$ cat config.mk
export PLATFORM = sky130hd
export DESIGN_NAME = mux_select_sequencer_flat
export DESIGN_NICKNAME = d
export VERILOG_FILES = /design/src/rtl/mux_select_sequencer_if.sv /design/src/rtl/mux_select_sequencer.sv /design/src/flat_wrapper.sv
export SDC_FILE = /design/constraint.sdc
export NUM_CORES = 1
export LEC_CHECK = 0
export ABC_CLOCK_PERIOD_IN_PS = 1700
export BUFFER_PORTS_ARGS = -buffer_cell sky130_fd_sc_hd__buf_2
export CORE_MARGIN = 3
export CORE_UTILIZATION = 53
export CTS_CLUSTER_DIAMETER = 30
export DETAILED_ROUTE_END_ITERATION = 12
export PLACE_DENSITY_LB_ADDON = 0.3
export SYNTH_ARGS = -nofsm -noshare
export SYNTH_HDL_FRONTEND = slang
export SYNTH_SLANG_ARGS = --single-unit
$ cat constraint.sdc
create_clock -name clock -period 1.7 [get_ports clock]
set_input_delay 0.34 -clock clock [delete_from_list [all_inputs] [get_ports clock]]
set_output_delay 0.34 -clock clock [all_outputs]
set_load 0.01 [all_outputs]
$ cat src/rtl/mux_select_sequencer_if.sv
// mux_select_sequencer_if: control and mux-pin bundle for the select sequencer.
// The direction signal exists only when MUX_SEQ_DIRECTION_EN is defined.
interface mux_select_sequencer_if;
  logic       run;
  logic [3:0] channel_mask;
`ifdef MUX_SEQ_DIRECTION_EN
  logic       direction;
`endif
  logic       force_en;
  logic [1:0] force_select;
  logic [1:0] select;
  logic       enable;
  logic       step_pulse;
  logic       wrap_pulse;

  modport master (
    output run,
    output channel_mask,
`ifdef MUX_SEQ_DIRECTION_EN
    output direction,
`endif
    output force_en,
    output force_select,
    input  select,
    input  enable,
    input  step_pulse,
    input  wrap_pulse
  );

  modport slave (
    input  run,
    input  channel_mask,
`ifdef MUX_SEQ_DIRECTION_EN
    input  direction,
`endif
    input  force_en,
    input  force_select,
    output select,
    output enable,
    output step_pulse,
    output wrap_pulse
  );
endinterface

$ cat src/rtl/mux_select_sequencer.sv
// mux_select_sequencer: round-robin select/enable sequencer for a 4:1 mux.
// Define MUX_SEQ_DIRECTION_EN to add a descending-scan direction input.
module mux_select_sequencer #(
  parameter int DWELL_CYCLES = 1000,
  parameter int CNT_WIDTH    = 10
) (
  input logic                   clock,
  input logic                   reset,
  mux_select_sequencer_if.slave bus
);

  typedef enum logic [1:0] {
    IDLE,
    SCAN,
    FORCED
  } state_t;

  localparam logic [CNT_WIDTH-1:0] LAST =
    CNT_WIDTH'(DWELL_CYCLES - 1);

  state_t               r_state, w_state;
  logic [1:0]           r_sel, w_sel;
  logic                 r_en, w_en;
  logic                 r_step, w_step;
  logic                 r_wrap, w_wrap;
  logic [CNT_WIDTH-1:0] r_cnt, w_cnt;
  logic                 w_dir;
  logic [1:0]           w_first;
  logic [1:0]           w_next;
  logic [1:0]           w_idx;
  logic                 w_next_wrap;

`ifdef MUX_SEQ_DIRECTION_EN
  assign w_dir = bus.direction;
`else
  assign w_dir = 1'b0;
`endif

  // Start channel: lowest set bit ascending, highest descending.
  always_comb begin
    w_first = 2'd0;
    if (w_dir) begin
      for (int i = 0; i < 4; i++)
        if (bus.channel_mask[i]) w_first = 2'(i);
    end else begin
      for (int i = 3; i >= 0; i--)
        if (bus.channel_mask[i]) w_first = 2'(i);
    end
  end

  // Nearest active channel strictly after r_sel; k = 4 lands on r_sel itself.
  always_comb begin
    w_next = r_sel;
    w_idx  = 2'd0;
    for (int k = 4; k >= 1; k--) begin
      w_idx = w_dir ? r_sel - 2'(k) : r_sel + 2'(k);
      if (bus.channel_mask[w_idx]) w_next = w_idx;
    end
    w_next_wrap = w_dir ? (w_next >= r_sel) : (w_next <= r_sel);
  end

  always_comb begin
    w_state = r_state;
    w_sel   = r_sel;
    w_en    = r_en;
    w_cnt   = r_cnt;
    w_step  = 1'b0;
    w_wrap  = 1'b0;
    if (bus.force_en) begin
      w_state = FORCED;
      w_sel   = bus.force_select;
      w_en    = 1'b1;
      w_cnt   = '0;
    end else begin
      unique case (r_state)
        IDLE: begin
          w_en  = 1'b0;
          w_cnt = '0;
          if (bus.run && |bus.channel_mask) begin
            w_state = SCAN;
            w_sel   = w_first;
            w_en    = 1'b1;
          end
        end
        SCAN: begin
          if (!bus.run || ~|bus.channel_mask) begin
            w_state = IDLE;
            w_en    = 1'b0;
            w_cnt   = '0;
          end else if (!bus.channel_mask[r_sel] || r_cnt == LAST) begin
            w_sel  = w_next;
            w_cnt  = '0;
            w_step = 1'b1;
            w_wrap = w_next_wrap;
          end else begin
            w_cnt = r_cnt + CNT_WIDTH'(1);
          end
        end
        FORCED: begin
          w_state = IDLE;
          w_en    = 1'b0;
          w_cnt   = '0;
        end
        default: begin
          w_state = IDLE;
          w_en    = 1'b0;
          w_cnt   = '0;
        end
      endcase
    end
  end

  always_ff @(posedge clock) begin
    if (reset) begin
      r_state <= IDLE;
      r_sel   <= 2'd0;
      r_en    <= 1'b0;
      r_step  <= 1'b0;
      r_wrap  <= 1'b0;
      r_cnt   <= '0;
    end else begin
      r_state <= w_state;
      r_sel   <= w_sel;
      r_en    <= w_en;
      r_step  <= w_step;
      r_wrap  <= w_wrap;
      r_cnt   <= w_cnt;
    end
  end

  assign bus.select     = r_sel;
  assign bus.enable     = r_en;
  assign bus.step_pulse = r_step;
  assign bus.wrap_pulse = r_wrap;

endmodule

$ cat src/flat_wrapper.sv
// flat-port wrapper written by rule: the top's interface ports become plain ports
module mux_select_sequencer_flat 
#(
  parameter int DWELL_CYCLES = 1000,
  parameter int CNT_WIDTH    = 10
)
  (clock, reset, bus_run, bus_channel_mask, bus_force_en, bus_force_select, bus_select, bus_enable, bus_step_pulse, bus_wrap_pulse);
  mux_select_sequencer_if bus_i ();
  input logic clock;
  input logic reset;
  input wire logic [$bits(bus_i.run)-1:0] bus_run;
  input wire logic [$bits(bus_i.channel_mask)-1:0] bus_channel_mask;
  input wire logic [$bits(bus_i.force_en)-1:0] bus_force_en;
  input wire logic [$bits(bus_i.force_select)-1:0] bus_force_select;
  output wire logic [$bits(bus_i.select)-1:0] bus_select;
  output wire logic [$bits(bus_i.enable)-1:0] bus_enable;
  output wire logic [$bits(bus_i.step_pulse)-1:0] bus_step_pulse;
  output wire logic [$bits(bus_i.wrap_pulse)-1:0] bus_wrap_pulse;
  assign bus_i.run = bus_run;
  assign bus_i.channel_mask = bus_channel_mask;
  assign bus_i.force_en = bus_force_en;
  assign bus_i.force_select = bus_force_select;
  assign bus_select = bus_i.select;
  assign bus_enable = bus_i.enable;
  assign bus_step_pulse = bus_i.step_pulse;
  assign bus_wrap_pulse = bus_i.wrap_pulse;
  mux_select_sequencer #(.DWELL_CYCLES(DWELL_CYCLES), .CNT_WIDTH(CNT_WIDTH)) u_core (.clock(clock), .reset(reset), .bus(bus_i));
endmodule
==> results of run 1 <==
-- how the worst max path moves through the flow --
| stage | startpoint | to | slack, ns | cells past startpoint |
|---|---|---|---|---|
| 6_report | u_core.bus.select[1] | u_core.bus.select[1] | 0.16 | 5 |
| 2_1_floorplan | u_core.bus.select[1] | u_core.bus.select[0] | 0.14 | 6 |
| 3_5_place_dp | bus_channel_mask[0] | u_core.r_cnt[3] | -0.04 | 5 |
| 4_1_cts | u_core.bus.select[0] | u_core.r_cnt[9] | 0.03 | 4 |
| 3_3_place_gp | bus_channel_mask[1] | u_core.r_cnt[8] | -0.01 | 5 |
| 5_1_grt | u_core.bus.select[1] | u_core.bus.wrap_pulse | 0.02 | 9 |
-- registers in the layout, summed over array words and instances, names as in the netlist --
register and flops:
u_core.r_cnt 10, u_core.bus.select 2, u_core.r_state 2, u_core.bus.enable 1, u_core.bus.step_pulse 1, u_core.bus.wrap_pulse 1
-- area by class of cell --
cell class / instances / area share [%]
timing repair buffer: 18 / 10.05
clock buffer: 3 / 2.261
multi-input combinational: 70 / 47.74
inverter: 9 / 3.392
tap: 15 / 1.884
clock inverter: 1 / 0.5025
sequential: 17 / 34.17
-- where the power goes --
part           internal (W)  leakage (nW)  total (W)  switching [W]
registers          0.000407         0.138   0.000416     0.00000932
clock network     0.0000875        0.0177   0.000211       0.000124
logic             0.0000573         0.252   0.000120      0.0000625
total              0.000551         0.408   0.000747       0.000196
-- Yosys cell counts, types with 2 or more instances --
| cell | instances |
|---|---|
| or4_1 | 2 |
| o21a_1 | 2 |
| xor2_1 | 3 |
| or3_1 | 2 |
| a221o_1 | 2 |
| buf_6 | 2 |
| nand2b_1 | 2 |
| o21ai_0 | 3 |
| xnor2_1 | 3 |
| nand2_1 | 4 |
| and3_1 | 3 |
| nor2_1 | 14 |
| a21oi_2 | 2 |
| dfxtp_1 | 17 |
| ha_1 | 3 |
| a21oi_1 | 7 |
| inv_1 | 9 |
| nand3_1 | 3 |
| nor3_1 | 2 |
-- critical path, cell delays in order (launching register included) --
cell	delay [ns]
dfxtp_1	0.39
mux4_2	0.52
o31ai_2	0.10
o2bb2ai_1	0.18
a21oi_1	0.17
o21a_1	0.12
-- routing by layer --
layer  track usage (%)  part of all wire (%)
met1             25.18                    50
met2             28.30                    44
met3             7.031                   6.2
met4             5.114                     0
met5                 0                     0
-- through the flow --
stage               power [W]  setup TNS [ns]
floorplan           0.0004993               0
global placement    0.0005375        -0.02792
detailed placement  0.0005412         -0.3047
CTS                 0.0007503               0
global route        0.0007771               0
finish              0.0007471               0
-- cell families (layout without fill, tap and decap cells) --
family,Yosys count,count (layout),share of synthesized area [%]
compound gates,22,22,17.25
xor+xnor,6,6,6.088
fa+ha+maj,3,3,4.348
buf+inv,11,31,6.521
flops,17,17,39.42
mux,2,2,3.768
simple gates,37,37,22.61
==> summary.md, run 1 <==
| Metric | Value |
|---|---|
| Run status | `finished clean` |
| DRC Markers | `0` |
| Area of placed instances | `959.7 um^2` |
| Min Tclk post-route | `1.537 ns` |
| Initial Util | `61.01%` |
| Clock skew | `0.008343 ns` |
| H-tree Lvls | `1` |
| Drt wl/cell | `13.13 um` |
| Highest clock rate | `650.5 MHz` |
| Port Buf Inserts | `14` |
| Worst hold start | `bus_force_en` |
| Crit end category | `flop` |
| FF/Latch Area | `340.3 um^2` |
| Ys async rst share | `0%` |
| Commonest non-fill, non-tap cell in the layout | `dfxtp_1` |
| Maximum vdd drop | `0.4942 mV` |
| Initial DRC Count | `25` |
| Via density | `5.669` |
| Syn Inst Count | `98` |
| IO Pins | `15` |
| Non-Filler Instances | `133` |
| CP startpoint kind | `flop` |
| Die Ht | `46.36 um` |
| Synth area leader | `dfxtp_1` |
| # rows | `13` |
| Lkg Pwr | `0.4075 nW` |
| Hold endpoint | `u_core.r_state[0]` |
| Die X | `46.36 um` |
| Endpoints failing setup | `0` |
| Worst-Skew Late Latency | `0.29 ns` |
| Final setup margin | `0.1628 ns` |
| ANT nets after route | `0` |
| WL final | `1746 um` |
| Post-Syn Area | `863.3 um^2` |
| Fillers | `122` |
| Number of synthesized flops with an enable pin | `0` |
| Hold Path Class | `in -> reg` |
| PostCTS Resize Cnt | `0` |
| Clock Tree Buf Depth | `2` |
| Synthesized flop and latch total | `17` |
| FF-to-FF setup slack | `0.16 ns` |
| Final net count | `132` |
| Commonest cells after routing, fill and taps aside | `17 x dfxtp_1, 14 x nor2_1, 14 x buf_2, 9 x inv_1, 7 x a21oi_1` |
| Post-synth cell types | `32` |
| Clk root buf | `clkbuf_4` |
| Die area | `2149 um^2` |
| Worst slack, placed | `-0.04468 ns` |
| Share of the synthesized area in the top cell type | `39.42%` |
| CTS tree | `built` |
| Vias in the first global route | `684` |
| Antenna Cells | `0` |
| Via count | `754` |
| Critical Path Fanout Max | `4` |
| Final cycle utilization of the critical path | `90.42%` |
| PwrDens | `750.2 nW/um^2` |
| Ys flop type | `dfxtp_1` |
| HPWL Detailed | `1315 um` |
| Max-cap viol count | `0` |
| Synth Warn # | `0` |
| Total track usage | `18.83%` |
| Cell count of the worst hold path | `2` |
| Max Slew Vio Count | `0` |
| Area delta synth->final | `15.36%` |
| Final Wtd Congestion | `0.8342` |
| TritonCTS buffer count | `3` |
| First-pass GRT wire length | `2842 um` |
| Ranking of synthesized cells by area | `dfxtp_1 39%, nor2_1 6.1%, ha_1 4.3%` |
| Reg clk slew, reported paths | `0.10 ns` |
| Synthesized area per cell | `8.809 um^2` |
| Drt pass-1 iters | `4` |
| Reg2reg end | `u_core.bus.select[1]` |
| Initial antenna violation count | `0` |
| Post-Syn Nets | `111` |
| RSZ-0062 raised after global routing | `no` |
| Hold slack | `0.2985 ns` |
| Worst rel slew slack | `79.71%` |
| Post-synthesis sequential area ratio | `39.42%` |
| Slew @ Worst Pin | `0.3043 ns` |
| GRT overflow | `0` |
| Register-to-Register Path Depth | `5` |
| FF-to-FF Start | `u_core.bus.select[1]` |
| CP Class | `reg -> reg` |
| Critical Path AT | `1.78 ns` |
| # Post-CTS Setup Buffers | `0` |
| Multi-input gate area | `475.5 um^2` |
| Required @ worst endpoint | `1.95 ns` |
| DP Cell Count | `129` |
| Layout cells sized above 1 | `23.73%` |
| Core area | `1415 um^2` |
| Largest net degree at the start of global routing | `11` |
| Hold Fails Final Rpt | `0` |
| # clock sinks | `17` |
| Post-route cell area | `996.0 um^2` |
| Finished Core Util | `70.38%` |
| Cts hold-fix bufs | `0` |
(Power assumes the default switching activity.)
==> inputs of run 2 (changes only) <==
Settings changed: ABC_AREA set to 1, BUFFER_PORTS_ARGS -buffer_cell sky130_fd_sc_hd__buf_2 to not set, CORE_UTILIZATION 53 to 55, DONT_BUFFER_PORTS set to 1.
==> summary.md, run 2 <==
| Metric | Value |
|---|---|
| Run status | `finished clean (unchanged)` |
| Reg clk slew, reported paths | `0.11 ns (was 0.10 ns)` |
| Clk root buf | `clkbuf_4 (unchanged)` |
| M2 GR Usage | `35.02% (was 28.30%)` |
| DRC Markers | `0 (unchanged)` |
| RSZ-0062 raised after global routing | `yes (was no)` |
| Post-Syn Area | `1052 um^2 (was 863.3 um^2)` |
| Area delta synth->final | `26.99% (was 15.36%)` |
| WL final | `2704 um (was 1746 um)` |
| PwrDens | `758.7 nW/um^2 (was 750.2 nW/um^2)` |
| Worst-Skew Late Latency | `0.31 ns (was 0.29 ns)` |
| Maximum vdd drop | `0.4801 mV (was 0.4942 mV)` |
| Share of the synthesized area in the top cell type | `32.34% (was 39.42%)` |
| Total track usage | `21.92% (was 18.83%)` |
| Ys async rst share | `0% (unchanged)` |
| CTS tree | `built (unchanged)` |
| Count leader, synth | `nand2_1 (was dfxtp_1)` |
| Lkg Pwr | `0.5742 nW (was 0.4075 nW)` |
| Synth Warn # | `0 (unchanged)` |
| Synth cell count leaders | `56 x nand2_1, 21 x nor2_1, 17 x dfxtp_1, 17 x inv_1, 14 x nand3_1 (was 17 x dfxtp_1, 14 x nor2_1, 9 x inv_1)` |
| Drt wl/cell | `13.45 um (was 13.13 um)` |
| Antenna Cells | `0 (unchanged)` |
| Ys flop type | `dfxtp_1 (unchanged)` |
| Die area | `2474 um^2 (was 2149 um^2)` |
| Critical Path AT | `1.91 ns (was 1.78 ns)` |
| Hold Fails Final Rpt | `0 (unchanged)` |
| Via count | `1064 (was 754)` |
| Final cycle utilization of the critical path | `98.68% (was 90.42%)` |
| Ranking of synthesized cells by area | `dfxtp_1 32%, nand2_1 20%, nor2_1 7.5% (was dfxtp_1 39%, nor2_1 6.1%, ha_1 4.3%)` |
| Endpoints failing setup | `0 (unchanged)` |
| CP most frequent cell | `nand2_2` |
| ANT nets after route | `0 (unchanged)` |
| Critical Path Fanout Max | `7 (was 4)` |
| Synth area leader | `dfxtp_1 (unchanged)` |
| Port Buf Inserts | `0 (was 14)` |
| Synthesized flop and latch total | `17 (unchanged)` |
| CP startpoint kind | `flop (unchanged)` |
| IO Pins | `15 (unchanged)` |
| Max Slew Vio Count | `0 (unchanged)` |
| Synthesized area per cell | `6.416 um^2 (was 8.809 um^2)` |
| # rows | `15 (was 13)` |
| Crit end category | `flop (unchanged)` |
| Met1 global-route usage | `26.90% (was 25.18%)` |
| Max FFs per register | `10 (unchanged)` |
| Die Ht | `49.74 um (was 46.36 um)` |
| Post-synthesis sequential area ratio | `32.34% (was 39.42%)` |
| Worst-path cell chain | `buf_12, nand2_4, nand2_4, nand2_2, nand2_2, nand2_2, nand2_2, ha_4, a21oi_2, a21oi_2, nor4_2 (was mux4_2, o31ai_2, o2bb2ai_1, a21oi_1, o21a_1)` |
| Clock Tree Buf Depth | `2 (unchanged)` |
| Max-cap viol count | `0 (unchanged)` |
| Delay-heaviest family, CP | `simple AND/OR/NAND/NOR gates (was compound AO/OA/AOI/OAI gates)` |
| Final Wtd Congestion | `0.9280 (was 0.8342)` |
| Core area | `1764 um^2 (was 1415 um^2)` |
| H-tree Lvls | `1 (unchanged)` |
| Gr busiest metal | `met2 (unchanged)` |
| Register name with the most flops | `u_core.r_cnt (unchanged)` |
| Worst rel slew slack | `83.70% (was 79.71%)` |
| TritonCTS buffer count | `3 (unchanged)` |
| Layout cells sized above 1 | `34.66% (was 23.73%)` |
| Die X | `49.74 um (was 46.36 um)` |
| Clock skew | `0.009552 ns (was 0.008343 ns)` |
| Slowest CP cell | `dfxtp_4 (was mux4_2)` |
| GR Layer Usage met3 | `6.949% (was 7.031%)` |
| Hold Path Class | `in -> reg (unchanged)` |
| Post-Syn Nets | `177 (was 111)` |
| FF/Latch Area | `345.3 um^2 (was 340.3 um^2)` |
| Required @ worst endpoint | `1.93 ns (was 1.95 ns)` |
| Number of synthesized flops with an enable pin | `0 (unchanged)` |
| HPWL Detailed | `1710 um (was 1315 um)` |
| Largest net degree at the start of global routing | `11 (unchanged)` |
| Multi-input gate area | `775.7 um^2 (was 475.5 um^2)` |
| Commonest cells after routing, fill and taps aside | `34 x nand2_1, 21 x nor2_1, 20 x nand2_2, 15 x inv_1, 15 x dfxtp_1 (was 17 x dfxtp_1, 14 x nor2_1, 14 x buf_2, 9 x inv_1, 7 x a21oi_1)` |
| Crit path buffers/inverters | `1 (was 0)` |
| Post-synth cell types | `23 (was 32)` |
| Final net count | `190 (was 132)` |
| First-pass GRT wire length | `4133 um (was 2842 um)` |
| Setup TNS Final | `0 ns (unchanged)` |
| Initial Util | `59.65% (was 61.01%)` |
| Highest clock rate | `596.1 MHz (was 650.5 MHz)` |
| Hold slack | `0.07573 ns (was 0.2985 ns)` |
| Vias in the first global route | `970 (was 684)` |
| Via density | `5.294 (was 5.669)` |
| Drt pass-1 iters | `4 (unchanged)` |
| # clock sinks | `17 (unchanged)` |
| GRT overflow | `0 (unchanged)` |
| Commonest non-fill, non-tap cell in the layout | `nand2_1 (was dfxtp_1)` |
| Initial antenna violation count | `0 (unchanged)` |
| Slew @ Worst Pin | `0.2423 ns (was 0.3043 ns)` |
| Initial DRC Count | `29 (was 25)` |
| CP max stage delay | `0.41 ns (was 0.52 ns)` |
| Syn Inst Count | `164 (was 98)` |
| Fillers | `144 (was 122)` |
| Min Tclk post-route | `1.678 ns (was 1.537 ns)` |
| CP Class | `reg -> reg (unchanged)` |
## run 2: cell count changes after synthesis, moves of 3 or more
cell	change
nand2_1	+52
nand3_1	+11
inv_1	+8
nor2_1	+7
nand3_2	+4
and3_1	-3
nand2_2	+3
## run 2: report_power, final
| group | switching [W] | internal, W | leakage, nW |
|---|---|---|---|
| Clock | 0.000145 | 0.0000919 | 0.0150 |
| Sequential | 0.0000120 | 0.000408 | 0.139 |
| Combinational | 0.000204 | 0.000153 | 0.420 |
## run 2: worst paths after layout
check	from	end	slack [ns]	cells after the start
max	u_core.bus.select[0]	u_core.bus.wrap_pulse	0.02	11
min	reset	u_core.bus.enable	0.08	1
max reg2reg	u_core.bus.select[0]	u_core.bus.wrap_pulse	0.02	11
min reg2reg	u_core.r_cnt[0]	u_core.r_cnt[0]	0.45	1
## run 2: per-layer routing
metal | routed length (um) | up-vias
met1 | 1194 | 489
met3 | 153 | 5
met4 | 51 | 0
li1 | - | 545
met5 | 0 | -
met2 | 1306 | 25
## run 2: layout make-up
cell class / instances / area share (%)
sequential: 17 / 25.84
tap: 25 / 2.341
clock buffer: 4 / 1.966
multi-input combinational: 127 / 58.05
inverter: 19 / 5.524
timing repair buffer: 9 / 6.273
## run 2: cells by family (layout without fill, tap and decap cells)
logic type	after synthesis	in the layout	share of synthesized area, %
simple gates	107	107	46.26
buf+inv	20	32	7.848
flops	17	17	32.34
compound gates	13	13	6.659
xor+xnor	4	4	3.330
fa+ha+maj	3	3	3.568
## run 2: metrics by stage
stage | utilization, % | worst slack, ns | cells | cell area (um^2) | power (W)
after floorplan | - | 0.06973 | 164 | 1052 | 0.0005818
after global placement | 62.91 | 0.05810 | 193 | 1110 | 0.0006204
after detailed placement | 62.91 | -0.05808 | 193 | 1110 | 0.0006282
after CTS | 70.43 | -0.003944 | 198 | 1242 | 0.0009218
after global routing | 75.74 | -0.08784 | 201 | 1336 | 0.001062
final | 75.74 | 0.02250 | 201 | 1336 | 0.001014
## run 2: what timing repair did
item / 4_1_cts / 5_1_grt
pin swaps: 11 / 14
setup endpoints to repair: 1 / 1
buffers inserted: 1 / 3
hold buffers: 0 / 0
gates resized for setup: 27 / 23
==> inputs of run 3 (changes only) <==
Settings changed: CORE_ASPECT_RATIO set to 1.2.
==> summary.md, run 3 (synthesis gave the netlist of run 2 again) <==
| Metric | Value |
|---|---|
| Clock skew | `0.007685 ns (was 0.009552 ns)` |
| Required @ worst endpoint | `1.91 ns (was 1.93 ns)` |
| Endpoints failing setup | `1 (was 0)` |
| Commonest non-fill, non-tap cell in the layout | `nand2_1 (unchanged)` |
| Worst slack, placed | `0.01447 ns (was -0.05808 ns)` |
| Min Tclk post-route | `1.755 ns (was 1.678 ns)` |
| Failing checks | `setup timing` |
| Port Buf Inserts | `0 (unchanged)` |
| Drt wl/cell | `12.66 um (was 13.45 um)` |
| Slew @ Worst Pin | `0.2503 ns (was 0.2423 ns)` |
| RSZ-0062 raised after global routing | `yes (unchanged)` |
| Core area | `1722 um^2 (was 1764 um^2)` |
| Delay-heaviest family, CP | `simple AND/OR/NAND/NOR gates (unchanged)` |
| # rows | `16 (was 15)` |
| Clk root buf | `clkbuf_4 (unchanged)` |
| # clock sinks | `17 (unchanged)` |
| Setup crit start | `u_core.bus.select[0] (unchanged)` |
| Vias in the first global route | `942 (was 970)` |
| Run status | `finished with violations (was finished clean)` |
| Crit end category | `flop (unchanged)` |
| H-tree Lvls | `1 (unchanged)` |
| CP max stage delay | `0.38 ns (was 0.41 ns)` |
| Commonest cells after routing, fill and taps aside | `46 x nand2_1, 21 x nor2_1, 15 x inv_1, 15 x dfxtp_1, 12 x nand2_2 (was 34 x nand2_1, 21 x nor2_1, 20 x nand2_2, 15 x inv_1, 15 x dfxtp_1)` |
| Worst-Skew Late Latency | `0.29 ns (was 0.31 ns)` |
| Maximum vdd drop | `0.7194 mV (was 0.4801 mV)` |
| Via count | `1046 (was 1064)` |
| Total track usage | `20.84% (was 21.92%)` |
| Critical Path AT | `1.96 ns (was 1.91 ns)` |
| Area delta synth->final | `17.60% (was 26.99%)` |
| HPWL Detailed | `1751 um (was 1710 um)` |
| Initial antenna violation count | `0 (unchanged)` |
| Largest net degree at the start of global routing | `11 (unchanged)` |
| Lkg Pwr | `0.5443 nW (was 0.5742 nW)` |
| Hold Path Class | `in -> reg (unchanged)` |
| Worst hold start | `reset (unchanged)` |
| TritonCTS buffer count | `3 (unchanged)` |
| Non-Filler Instances | `193 (was 201)` |
| Final Wtd Congestion | `0.9038 (was 0.9280)` |
| Final setup margin | `-0.05520 ns (was 0.02250 ns)` |
| Clock Tree Buf Depth | `2 (unchanged)` |
| ANT nets after route | `0 (unchanged)` |
| Initial DRC Count | `18 (was 29)` |
| Die area | `2476 um^2 (was 2474 um^2)` |
| CP startpoint kind | `flop (unchanged)` |
| Die Ht | `53.92 um (was 49.74 um)` |
| Final cycle utilization of the critical path | `103.2% (was 98.68%)` |
| Hold slack | `0.1010 ns (was 0.07573 ns)` |
| Die X | `45.93 um (was 49.74 um)` |
| Highest clock rate | `569.7 MHz (was 596.1 MHz)` |
| Critical Path Fanout Max | `6 (was 7)` |
| Cts hold-fix bufs | `0 (unchanged)` |
| Max-cap viol count | `0 (unchanged)` |
| Max Slew Vio Count | `0 (unchanged)` |
| Via density | `5.420 (was 5.294)` |
| CP Class | `reg -> reg (unchanged)` |
| Slowest CP cell | `dfxtp_4 (unchanged)` |
| Register name with the most flops | `u_core.r_cnt (unchanged)` |
| Crit path buffers/inverters | `2 (was 1)` |
| First-pass GRT wire length | `3712 um (was 4133 um)` |
| WL final | `2443 um (was 2704 um)` |
| Antenna Cells | `0 (unchanged)` |
| Worst-path cell chain | `buf_6, nand2_1, nand2_2, nand2_1, nand2_1, nand2_2, nand3_2, nand2_1, ha_2, inv_1, a21oi_2, a21oi_2, nor4_1 (was buf_12, nand2_4, nand2_4, nand2_2, nand2_2, nand2_2, nand2_2, ha_4, a21oi_2, a21oi_2, nor4_2)` |
| Drt pass-1 iters | `4 (unchanged)` |
| CP most frequent cell | `nand2_1 (was nand2_2)` |
| GRT overflow | `0 (unchanged)` |
| Hold Fails Final Rpt | `0 (unchanged)` |
| Layout cells sized above 1 | `26.86% (was 34.66%)` |
| FF-to-FF Start | `u_core.bus.select[0] (unchanged)` |
| PwrDens | `741.0 nW/um^2 (was 758.7 nW/um^2)` |
| Initial Util | `61.12% (was 59.65%)` |
| CTS tree | `built (unchanged)` |
| Max FFs per register | `10 (unchanged)` |
| DRC Markers | `0 (unchanged)` |
| IO Pins | `15 (unchanged)` |
| Worst rel slew slack | `83.16% (was 83.70%)` |
| DP Cell Count | `187 (was 193)` |
| Final net count | `189 (was 190)` |
| Reg clk slew, reported paths | `0.09 ns (was 0.11 ns)` |
## run 3: cell count changes in the layout (fill, tap and decap cells not counted), sizes merged
cell	delta
buf	-1
## run 3: per-stage QoR
stage	cell area, um^2	TNS, ns	utilization, %	total power, W
after floorplan	1052	0	-	0.0005818
after global placement	1109	0	64.39	0.0006246
after detailed placement	1109	0	64.39	0.0006288
after CTS	1136	0	65.99	0.0008443
after global routing	1237	-0.1613	71.88	0.0009797
final	1237	-0.05520	71.88	0.0009170
## run 3: path summary, 6_finish.rpt
kind / end / slack (ns) / depth (start not counted)
hold reg to reg: u_core.r_cnt[0] / 0.45 / 1
setup / recovery: u_core.bus.wrap_pulse / -0.06 / 13
hold / removal: u_core.r_state[1] / 0.10 / 1
setup reg to reg: u_core.bus.wrap_pulse / -0.06 / 13
## run 3: worst reg2reg max path: cells and delay by family, from the launching register on
family,cells,cell delay [ns]
adder cells (fa/ha/maj),1,0.16
AO/OA/AOI/OAI,2,0.18
buffers and inverters,2,0.17
flip-flops,1,0.38
AND/OR/NAND/NOR,8,0.80
## run 3: layer usage
layer	part of all wire, %	global-route usage (%)	wire length, um
met1	37	20.93	913
met2	56	39.45	1368
met3	3.6	3.010	87
met4	3.0	11.37	74
met5	0	0	0
## run 3: layout make-up
| cell class | instances | area (um^2) |
|---|---|---|
| sequential | 17 | 345.3 |
| inverter | 19 | 73.82 |
| tap | 18 | 22.52 |
| fill | 155 | 484.2 |
| clock buffer | 4 | 26.28 |
| timing repair buffer | 8 | 67.56 |
| multi-input combinational | 127 | 701.9 |
## run 3: repair_timing
action	CTS	global route
pin swaps	0	13
gates resized for setup	1	27
setup buffers	0	2
setup endpoints to repair	1	1
## run 3: power breakdown
part           switching (W)  internal [W]  total [W]
clock network       0.000121     0.0000914   0.000212
logic               0.000167      0.000118   0.000285
registers          0.0000117      0.000408   0.000419
total               0.000299      0.000618   0.000917
